`config.mk`:
```
export PLATFORM = sky130hd
export DESIGN_NAME = mem_stage_lsu
export DESIGN_NICKNAME = d
export VERILOG_FILES = /design/src/rtl/mem_stage_lsu.sv
export SDC_FILE = /design/constraint.sdc
export NUM_CORES = 1
export LEC_CHECK = 0
export CORE_MARGIN = 2
export CORE_UTILIZATION = 48
export DETAILED_ROUTE_END_ITERATION = 10
export GPL_ROUTABILITY_DRIVEN = 0
export HOLD_SLACK_MARGIN = 0.05
export PLACE_DENSITY = 0.86
export SLEW_MARGIN = 25
export SYNTH_ARGS = -nofsm -noshare
export SYNTH_HDL_FRONTEND = slang
export SYNTH_SLANG_ARGS = --single-unit
```
`constraint.sdc`:
```
create_clock -name clk -period 3.1 [get_ports clk]
set_clock_uncertainty 0.1 [all_clocks]
set_input_delay 0.62 -clock clk [delete_from_list [all_inputs] [get_ports clk]]
set_output_delay 0.62 -clock clk [all_outputs]
set_load 0.02 [all_outputs]
```
`src/rtl/mem_stage_lsu.sv`:
```
// MEM-stage load/store unit: one op at a time, req/gnt/rvalid handshake to a
// 64-bit data SRAM, byte-lane steering, load extension and error reporting.
module mem_stage_lsu #(
  parameter int unsigned ADDR_W      = 32,
  parameter int unsigned TIMEOUT_CYC = 64
) (
  input  logic              clk,
  input  logic              rst,
  input  logic              ex_valid,
  input  logic              ex_is_load,
  input  logic              ex_is_store,
  input  logic [2:0]        ex_func3,
  input  logic [ADDR_W-1:0] ex_addr,
  input  logic [63:0]       ex_wdata,
  input  logic [4:0]        ex_rd,
  output logic              ex_ready,
  output logic              stall,
  output logic              dm_req,
  output logic              dm_we,
  output logic [ADDR_W-1:0] dm_addr,
  output logic [7:0]        dm_be,
  output logic [63:0]       dm_wdata,
  input  logic              dm_gnt,
  input  logic              dm_rvalid,
  input  logic [63:0]       dm_rdata,
  output logic              wb_valid,
  output logic              wb_is_load,
  output logic [4:0]        wb_rd,
  output logic [63:0]       wb_data,
  output logic              err,
  output logic [1:0]        err_cause
);
  localparam int unsigned      CNT_W    = $clog2(TIMEOUT_CYC + 1);
  localparam logic [CNT_W-1:0] CNT_LAST = CNT_W'(TIMEOUT_CYC - 1);

  typedef enum logic [1:0] {IDLE = 2'd0, REQ = 2'd1, RESP = 2'd2, DONE = 2'd3} state_t;

  state_t            state_q, state_d;
  logic [CNT_W-1:0]  cnt_q, cnt_d;
  logic [2:0]        func3_q, func3_d, off_q, off_d;
  logic [4:0]        rd_q, rd_d;
  logic              load_q, load_d;
  logic              dm_req_d, dm_we_d;
  logic [ADDR_W-1:0] dm_addr_d;
  logic [7:0]        dm_be_d;
  logic [63:0]       dm_wdata_d;
  logic              wb_valid_d, wb_is_load_d, err_d;
  logic [4:0]        wb_rd_d;
  logic [63:0]       wb_data_d;
  logic [1:0]        err_cause_d;
  logic              accept, illegal, misaligned, expire;
  logic [7:0]        size_mask;
  logic [63:0]       lane_data, load_ext;

  assign ex_ready = (state_q == IDLE);
  assign stall    = (state_q != IDLE);
  assign accept   = ex_valid & ex_ready & (ex_is_load | ex_is_store);

  // Classify the incoming op; illegal outranks misaligned
  always_comb begin
    illegal = (ex_is_load & ex_is_store) | (ex_is_load & (ex_func3 == 3'b111)) |
              (ex_is_store & ex_func3[2]);
    case (ex_func3[1:0])
      2'd0:    begin size_mask = 8'h01; misaligned = 1'b0;            end
      2'd1:    begin size_mask = 8'h03; misaligned = ex_addr[0];      end
      2'd2:    begin size_mask = 8'h0F; misaligned = |ex_addr[1:0];   end
      default: begin size_mask = 8'hFF; misaligned = |ex_addr[2:0];   end
    endcase
  end

  // Select the addressed lane of the read doubleword and extend it
  always_comb begin
    lane_data = dm_rdata >> {off_q, 3'b000};
    case (func3_q)
      3'b000:  load_ext = {{56{lane_data[7]}},  lane_data[7:0]};
      3'b001:  load_ext = {{48{lane_data[15]}}, lane_data[15:0]};
      3'b010:  load_ext = {{32{lane_data[31]}}, lane_data[31:0]};
      3'b100:  load_ext = {56'd0, lane_data[7:0]};
      3'b101:  load_ext = {48'd0, lane_data[15:0]};
      3'b110:  load_ext = {32'd0, lane_data[31:0]};
      default: load_ext = lane_data;
    endcase
  end

  always_comb begin
    state_d      = state_q;
    cnt_d        = cnt_q;
    func3_d      = func3_q;
    off_d        = off_q;
    rd_d         = rd_q;
    load_d       = load_q;
    dm_req_d     = dm_req;
    dm_we_d      = dm_we;
    dm_addr_d    = dm_addr;
    dm_be_d      = dm_be;
    dm_wdata_d   = dm_wdata;
    wb_valid_d   = 1'b0;
    wb_is_load_d = wb_is_load;
    wb_rd_d      = wb_rd;
    wb_data_d    = wb_data;
    err_d        = err;
    err_cause_d  = err_cause;
    expire       = 1'b0;
    case (state_q)
      IDLE: if (accept) begin
        func3_d = ex_func3;
        off_d   = ex_addr[2:0];
        rd_d    = ex_rd;
        load_d  = ex_is_load & ~ex_is_store;
        if (illegal | misaligned) begin
          state_d      = DONE;
          wb_valid_d   = 1'b1;
          wb_is_load_d = ex_is_load & ~ex_is_store;
          wb_rd_d      = 5'd0;
          wb_data_d    = 64'd0;
          err_d        = 1'b1;
          err_cause_d  = illegal ? 2'd2 : 2'd1;
        end else begin
          state_d    = REQ;
          cnt_d      = '0;
          dm_req_d   = 1'b1;
          dm_we_d    = ex_is_store;
          dm_addr_d  = {ex_addr[ADDR_W-1:3], 3'b000};
          dm_be_d    = ex_is_store ? (size_mask << ex_addr[2:0]) : 8'h00;
          dm_wdata_d = ex_wdata << {ex_addr[2:0], 3'b000};
        end
      end
      REQ: if (dm_gnt) begin
        dm_req_d = 1'b0;
        cnt_d    = cnt_q + CNT_W'(1);
        if (load_q) begin
          state_d = RESP;
        end else begin
          state_d      = DONE;
          wb_valid_d   = 1'b1;
          wb_is_load_d = 1'b0;
          wb_rd_d      = 5'd0;
          wb_data_d    = 64'd0;
          err_d        = 1'b0;
          err_cause_d  = 2'd0;
        end
      end else if (cnt_q >= CNT_LAST) begin
        expire = 1'b1;
      end else begin
        cnt_d = cnt_q + CNT_W'(1);
      end
      RESP: if (dm_rvalid) begin
        state_d      = DONE;
        wb_valid_d   = 1'b1;
        wb_is_load_d = 1'b1;
        wb_rd_d      = rd_q;
        wb_data_d    = load_ext;
        err_d        = 1'b0;
        err_cause_d  = 2'd0;
      end else if (cnt_q >= CNT_LAST) begin
        expire = 1'b1;
      end else begin
        cnt_d = cnt_q + CNT_W'(1);
      end
      default: state_d = IDLE;
    endcase
    // Abort a stuck access; later rvalid is ignored since RESP has been left
    if (expire) begin
      state_d      = DONE;
      dm_req_d     = 1'b0;
      wb_valid_d   = 1'b1;
      wb_is_load_d = load_q;
      wb_rd_d      = 5'd0;
      wb_data_d    = 64'd0;
      err_d        = 1'b1;
      err_cause_d  = 2'd3;
    end
  end

  always_ff @(posedge clk or negedge rst) begin
    if (!rst) begin
      state_q    <= IDLE;
      cnt_q      <= '0;
      func3_q    <= 3'd0;
      off_q      <= 3'd0;
      rd_q       <= 5'd0;
      load_q     <= 1'b0;
      dm_req     <= 1'b0;
      dm_we      <= 1'b0;
      dm_addr    <= '0;
      dm_be      <= 8'h00;
      dm_wdata   <= 64'd0;
      wb_valid   <= 1'b0;
      wb_is_load <= 1'b0;
      wb_rd      <= 5'd0;
      wb_data    <= 64'd0;
      err        <= 1'b0;
      err_cause  <= 2'd0;
    end else begin
      state_q    <= state_d;
      cnt_q      <= cnt_d;
      func3_q    <= func3_d;
      off_q      <= off_d;
      rd_q       <= rd_d;
      load_q     <= load_d;
      dm_req     <= dm_req_d;
      dm_we      <= dm_we_d;
      dm_addr    <= dm_addr_d;
      dm_be      <= dm_be_d;
      dm_wdata   <= dm_wdata_d;
      wb_valid   <= wb_valid_d;
      wb_is_load <= wb_is_load_d;
      wb_rd      <= wb_rd_d;
      wb_data    <= wb_data_d;
      err        <= err_d;
      err_cause  <= err_cause_d;
    end
  end
endmodule

```
* Word level (Yosys, flattened, before mapping)
Cells that the tools add are included.
** Word-level totals
- Output and inout bits :: 182
- Logic and storage cells :: 135
- Flip-flop bits (word level) :: 198
** Cells by class
- Reduce and logical (&&, ||, !) cells :: 15
- Muxes and demuxes :: 67
- $lt $le $gt $ge :: 1
- Add/subtract/negate cells :: 1
- Shift operators :: 3
- Equal/unequal tests :: 19
- Bitwise gates (word level) :: 12
** Operator list (number)
- $mux W64 :: 6
- $pmux W64 S6 :: 1
- $pmux W64 S3 :: 1
- $shl A64 B6 Y64 :: 1
- $shr A64 B6 Y64 :: 1
- $mux W7 :: 5
- $mux W5 :: 6
- $mux W1 :: 24
- $mux W2 :: 12
- $pmux W8 S3 :: 1
- $pmux W7 S3 :: 1
- $pmux W5 S3 :: 1
- $eq A3 B3 Y1 const B :: 4
- $ne A3 B3 Y1 const B :: 4
- $pmux W1 S3 :: 4
- $pmux W2 S3 :: 2
- $mux W8 :: 1
- $reduce_and A4 Y1 :: 2
- $shl A8 B3 Y8 :: 1
- $add A7 B1 Y7 const B :: 1
- $ge A7 B6 Y1 const B :: 1
- $and A1 B1 Y1 :: 6
- $ne A3 B1 Y1 const B :: 2
- $reduce_and A3 Y1 :: 2
- other kinds (18) :: 28

* Longest topological paths before layout
- Depth after elaboration :: 9
- Mapped depth :: 10
- Gate-level depth less buffers :: 7

* Least setup slack after synthesis
Ideal clock, no wire load.
- Kind :: register to register
- Start point :: reg state_q[0]
- End point :: reg err_cause[0]
- Data required time :: 2875 ps
- Path slack :: 608 ps
- Stages on the path, launching flop included :: 10
- Period minus slack after synthesis :: 2492 ps
- Data arrival time :: 2267 ps
- Cell sequence :: dfrtp_1 -> inv_1 -> ha_1 -> clkbuf_1 -> nor2b_1 -> or2_2 -> a32o_1 -> nand2_1 -> buf_2 -> mux2_2
** On the way
- Word-level cells in the longest chain between the ends :: 5
- Elaborated cells on any way between the ends :: 15
** RTL lines
- from (decl) :: RTL line 38 : state_t state_q, state_d;
- from (signal assigned) :: RTL line 195 : state_q <= state_d;
- $logic_not A2 Y1 :: RTL line 55, 104
- $and A1 B1 Y1 (2 in a row) :: RTL line 57 : assign accept = ex_valid & ex_ready & (ex_is_load | ex_is_store);
- $ne A3 B1 Y1 (no source line)
- $reduce_and A6 Y1 (no source line)
- to (signal assigned) :: RTL line 211 : err_cause <= err_cause_d;
- to (decl) :: RTL line 31 : output logic [1:0] err_cause
Several ways; a longest one is shown, not always the timed one.
A chain may end at the register's enable or synchronous reset.

* Final worst setup path
- Start point :: reg state_q[0]
- End point :: out stall
** On the way
- Word-level cells in the longest chain between the ends :: 1
** RTL lines
- $reduce_bool A2 Y1 :: RTL line 56 : assign stall = (state_q != IDLE);
- to (decl) :: RTL line 17 : output logic stall,
Every way passes these cells.

==> key figures <==
Power and ir drop
  • Pint: between 8 and 9 mW
  • Sw frac: 43.2%
  • VDD IR max: 0.567 mV
  • Flop pwr share: between 20% and 30%
  • P_sw: roughly 6.4 mW
  • Gate power share: a little under three fifths
  • PwrDens: ~920 nW/um^2
  • Clk network pwr share: 14.5%
  • Static leakage: between 6 and 7 nW

Setup path
  • Cell mode on critical path: inv_1
  • Critical path endpoint category: primary output
  • CP max stage delay: 0.56 ns
  • Req. time, crit path: 2.38 ns
  • Worst Path Buf+Inv: 3
  • CP Class: register to primary output
  • Slowest cell on the critical path: clkdlybuf4s50_1
  • Family with the most delay on the worst path: buffers and inverters
  • CP cell instances: inv_1 -> ha_1 -> inv_1 -> clkdlybuf4s50_1
  • Startpoint Class: register
  • Crit path max fanout: 12
  • CP arrival: 2.11 ns

Routing
  • Drt via density: a little over 6
  • Drt pass-1 iters: 5
  • Per-cell routed wire length: 21.6 um
  • Routed Antenna Nets: 0
  • Initial DRC count: roughly 920
  • Via count: around 11000
  • DR DRC count: 0
  • WL final: a little over 40 mm

Die
  • Core area: 23500 um^2
  • Initial core utilization: 49.0%
  • Site row count: 56
  • I/O Pins: 357
  • Die Span Y: 159 um
  • Die X-Extent: 159 um
  • Die ar.: ~25000 um^2

Cells and area
  • Layout overhead on the synthesized area: 39.6%
  • Share of layout cells above drive strength 1: 9.92%
  • Commonest non-fill, non-tap cell in the layout: clkdlybuf4s50_1
  • Nets: 1720
  • Most frequent cells in the layout: clkdlybuf4s50_1 (350), nand2_1 (242), dfrtp_1 (196)

Logic synthesis
  • Primary FF master, synth: dfrtp_1
  • Number of synthesized flops with an enable pin: 0
  • Post-synth cell types: about 60
  • Mux share of post-synthesis cell area: ~15%
  • Synth Cell Area: 11500 um^2
  • Largest family of logic cells by synthesized area: compound AO/OA/AOI/OAI gates
  • Sequential share of the synthesized area: 42.9%
  • Compound-gate portion of the synthesized area: between 20% and 30%
  • Ys Warns: 0
  • Adder-cell share of the synthesized area: 0.542%
  • Mapped Cells: 1228
  • Synth Area in XOR/XNOR: 0%
  • Post-synthesis simple-gate area fraction: 14.5%
  • #FFs+latches synth: roughly 200
  • Synthesized area per cell: between 9 and 10 um^2
  • Ys async rst share: between 90% and 100%

STA
  • Max Freq: 0.353 GHz
  • Period utilisation layout: 91.4%
  • Worst-Margin Slew: about 0.86 ns
  • Setup tns final: 0 ns
  • WHS: roughly 0.12 ns
  • Min cycle time layout: 2.83 ns
  • Final setup viols: 0
  • Hold Fails Final Rpt: 0
  • RSZ-0062 raised after global routing: no
  • Final Max Tran Viols: 0
  • Slew HR: between 40 and 50%

CTS
  • Root Buffer: clkbuf_16
  • Post-CTS Setup Bufs: 0
  • CTS Hold Bufs: 0
  • Post_cts resized: 0
  • CTS clk-pin slew, worst paths: 0.07 ns
  • CTS H-tree depth: 4
  • Worst-Skew Late Latency: 0.42 ns
  • Clock sinks: ~200
  • Max Root-Sink Buffers: 2
  • Total CTS buffers: 17
  • CTS tree: built

Place
  • PortBufs: 353
  • Final HPWL DP: 30.1 mm

GRT
  • Via count of the first global-routing pass: 11331
  • Global-route wire length before repair: roughly 63 mm
  • Total track usage: 31.7%
  • GR Overflow Total: 0
  • Initial antenna violation count: 1
  • Pin count of the biggest net entering global routing: 97

Status
  • Status: completed

Flow run
  • Max-cap violations: 0

Worst hold path
  • Worst hold path type: input pin to async pin
-- synthesized netlist by cell type (2+ instances only) --
| cell type | instances | area share (%) |
|---|---|---|
| nand2_1 | 243 | 7.9 |
| dfrtp_1 | 198 | 43 |
| mux2i_1 | 95 | 8.2 |
| o21ai_0 | 95 | 4.1 |
| nor2_1 | 71 | 2.3 |
| clkbuf_1 | 68 | 2.2 |
| a21oi_1 | 53 | 2.3 |
| a22o_1 | 33 | 2.5 |
| a32o_1 | 33 | 2.9 |
| a211oi_1 | 30 | 2.0 |
| buf_2 | 29 | 1.3 |
| mux2_2 | 29 | 2.8 |
| mux4_2 | 21 | 4.1 |
| nor2b_1 | 19 | 1.0 |
| nand2b_1 | 16 | 0.87 |
| o21a_1 | 15 | 0.98 |
| inv_1 | 14 | 0.46 |
| nand3_1 | 14 | 0.61 |
| a21o_1 | 11 | 0.72 |
| and3_1 | 11 | 0.60 |
| o211ai_1 | 10 | 0.65 |
| o221ai_1 | 8 | 0.61 |
| o2bb2ai_1 | 8 | 0.61 |
| a221oi_1 | 7 | 0.53 |
| a2bb2oi_1 | 7 | 0.53 |
| a31oi_1 | 7 | 0.38 |
| a32oi_1 | 7 | 0.53 |
| buf_1 | 7 | 0.23 |
| ha_1 | 5 | 0.54 |
| nor3_1 | 5 | 0.22 |
| o31ai_1 | 5 | 0.33 |
| or2_2 | 5 | 0.27 |
| a22oi_1 | 4 | 0.26 |
| a31o_2 | 4 | 0.30 |
| and2_1 | 4 | 0.22 |
| buf_6 | 4 | 0.39 |
| o41ai_1 | 4 | 0.30 |
| and2_0 | 3 | 0.16 |
| buf_4 | 3 | 0.20 |
| mux2_1 | 3 | 0.29 |
| o211a_1 | 2 | 0.17 |
-- per-layer routing --
layer | vias to the layer above | GRT usage [%] | routed length, um
met3 | 120 | 8.88 | 4130
met5 | - | 0 | 0
li1 | 5070 | - | -
met4 | 0 | 17.3 | 2150
met1 | 5419 | 37.7 | 14800
met2 | 686 | 52.1 | 19400
-- logic make-up after synthesis --
logic type | after synthesis
AO/OA/AOI/OAI | 355
adder cells (fa/ha/maj) | 5
buffers and inverters | 125
flip-flops | 198
multiplexers | 148
other | 1
AND/OR/NAND/NOR | 396
-- flip-flops by register name (all words and copies together), names as in the netlist, 2 cells and up --
signal,cells
err_cause,2
wb_rd,5
dm_addr,29
rd_q,5
dm_be,8
cnt_q,7
dm_wdata,64
func3_q,3
off_q,3
state_q,2
wb_data,64
-- final timing paths --
| path | from | to | slack [ns] | depth (start not counted) |
|---|---|---|---|---|
| max | state_q[0] | stall | 0.27 | 4 |
| min | rst | wb_rd[2] | 0.12 | 1 |
| max reg2reg | off_q[1] | wb_data[62] | 0.49 | 6 |
| min reg2reg | dm_wdata[1] | dm_wdata[1] | 0.36 | 2 |
| max in group asynchronous | rst | dm_wdata[63] | 1.91 | 2 |
| min in group clk | dm_wdata[1] | dm_wdata[1] | 0.36 | 2 |
-- final cells by class --
| type | instances | area, um^2 |
|---|---|---|
| clock buffer | 19 | 453 |
| sequential | 198 | 4960 |
| multi-input combinational | 907 | 6070 |
| inverter | 14 | 52.6 |
| timing repair buffer | 402 | 4070 |
| clock inverter | 13 | 106 |
| fill | 1830 | 7430 |
| tap | 319 | 399 |
| antenna | 1 | 2.50 |
-- power groups by stage --
stage	logic, mW	clock network, mW	registers, mW
after floorplan	3.96	0	5.12
after global placement	8.17	0	4.28
after detailed placement	8.34	0	4.31
after CTS	8.39	2.19	4.27
after global routing	9.01	2.30	4.38
final	8.45	2.15	4.28
-- worst register-to-register path: cells and delay by family, from the launching register on --
family	cells	cell delay (ns)
multiplexers	2	0.90
buffers and inverters	1	0.19
AO/OA/AOI/OAI	3	0.60
flip-flops	1	0.70
-- metrics by stage --
step | power [mW] | instances | util (%) | setup WS (ns) | area (um^2)
after floorplan | 9.08 | 1230 | - | 0.608 | 11600
after global placement | 12.4 | 1840 | 66.0 | 0.146 | 15500
after detailed placement | 12.6 | 1840 | 66.1 | 0.0668 | 15600
after CTS | 14.8 | 1872 | 68.4 | 0.259 | 16100
after global routing | 15.7 | 1873 | 68.5 | 0.160 | 16100
final | 14.9 | 1873 | 68.5 | 0.266 | 16100
Power figures use the tool's default switching activity.
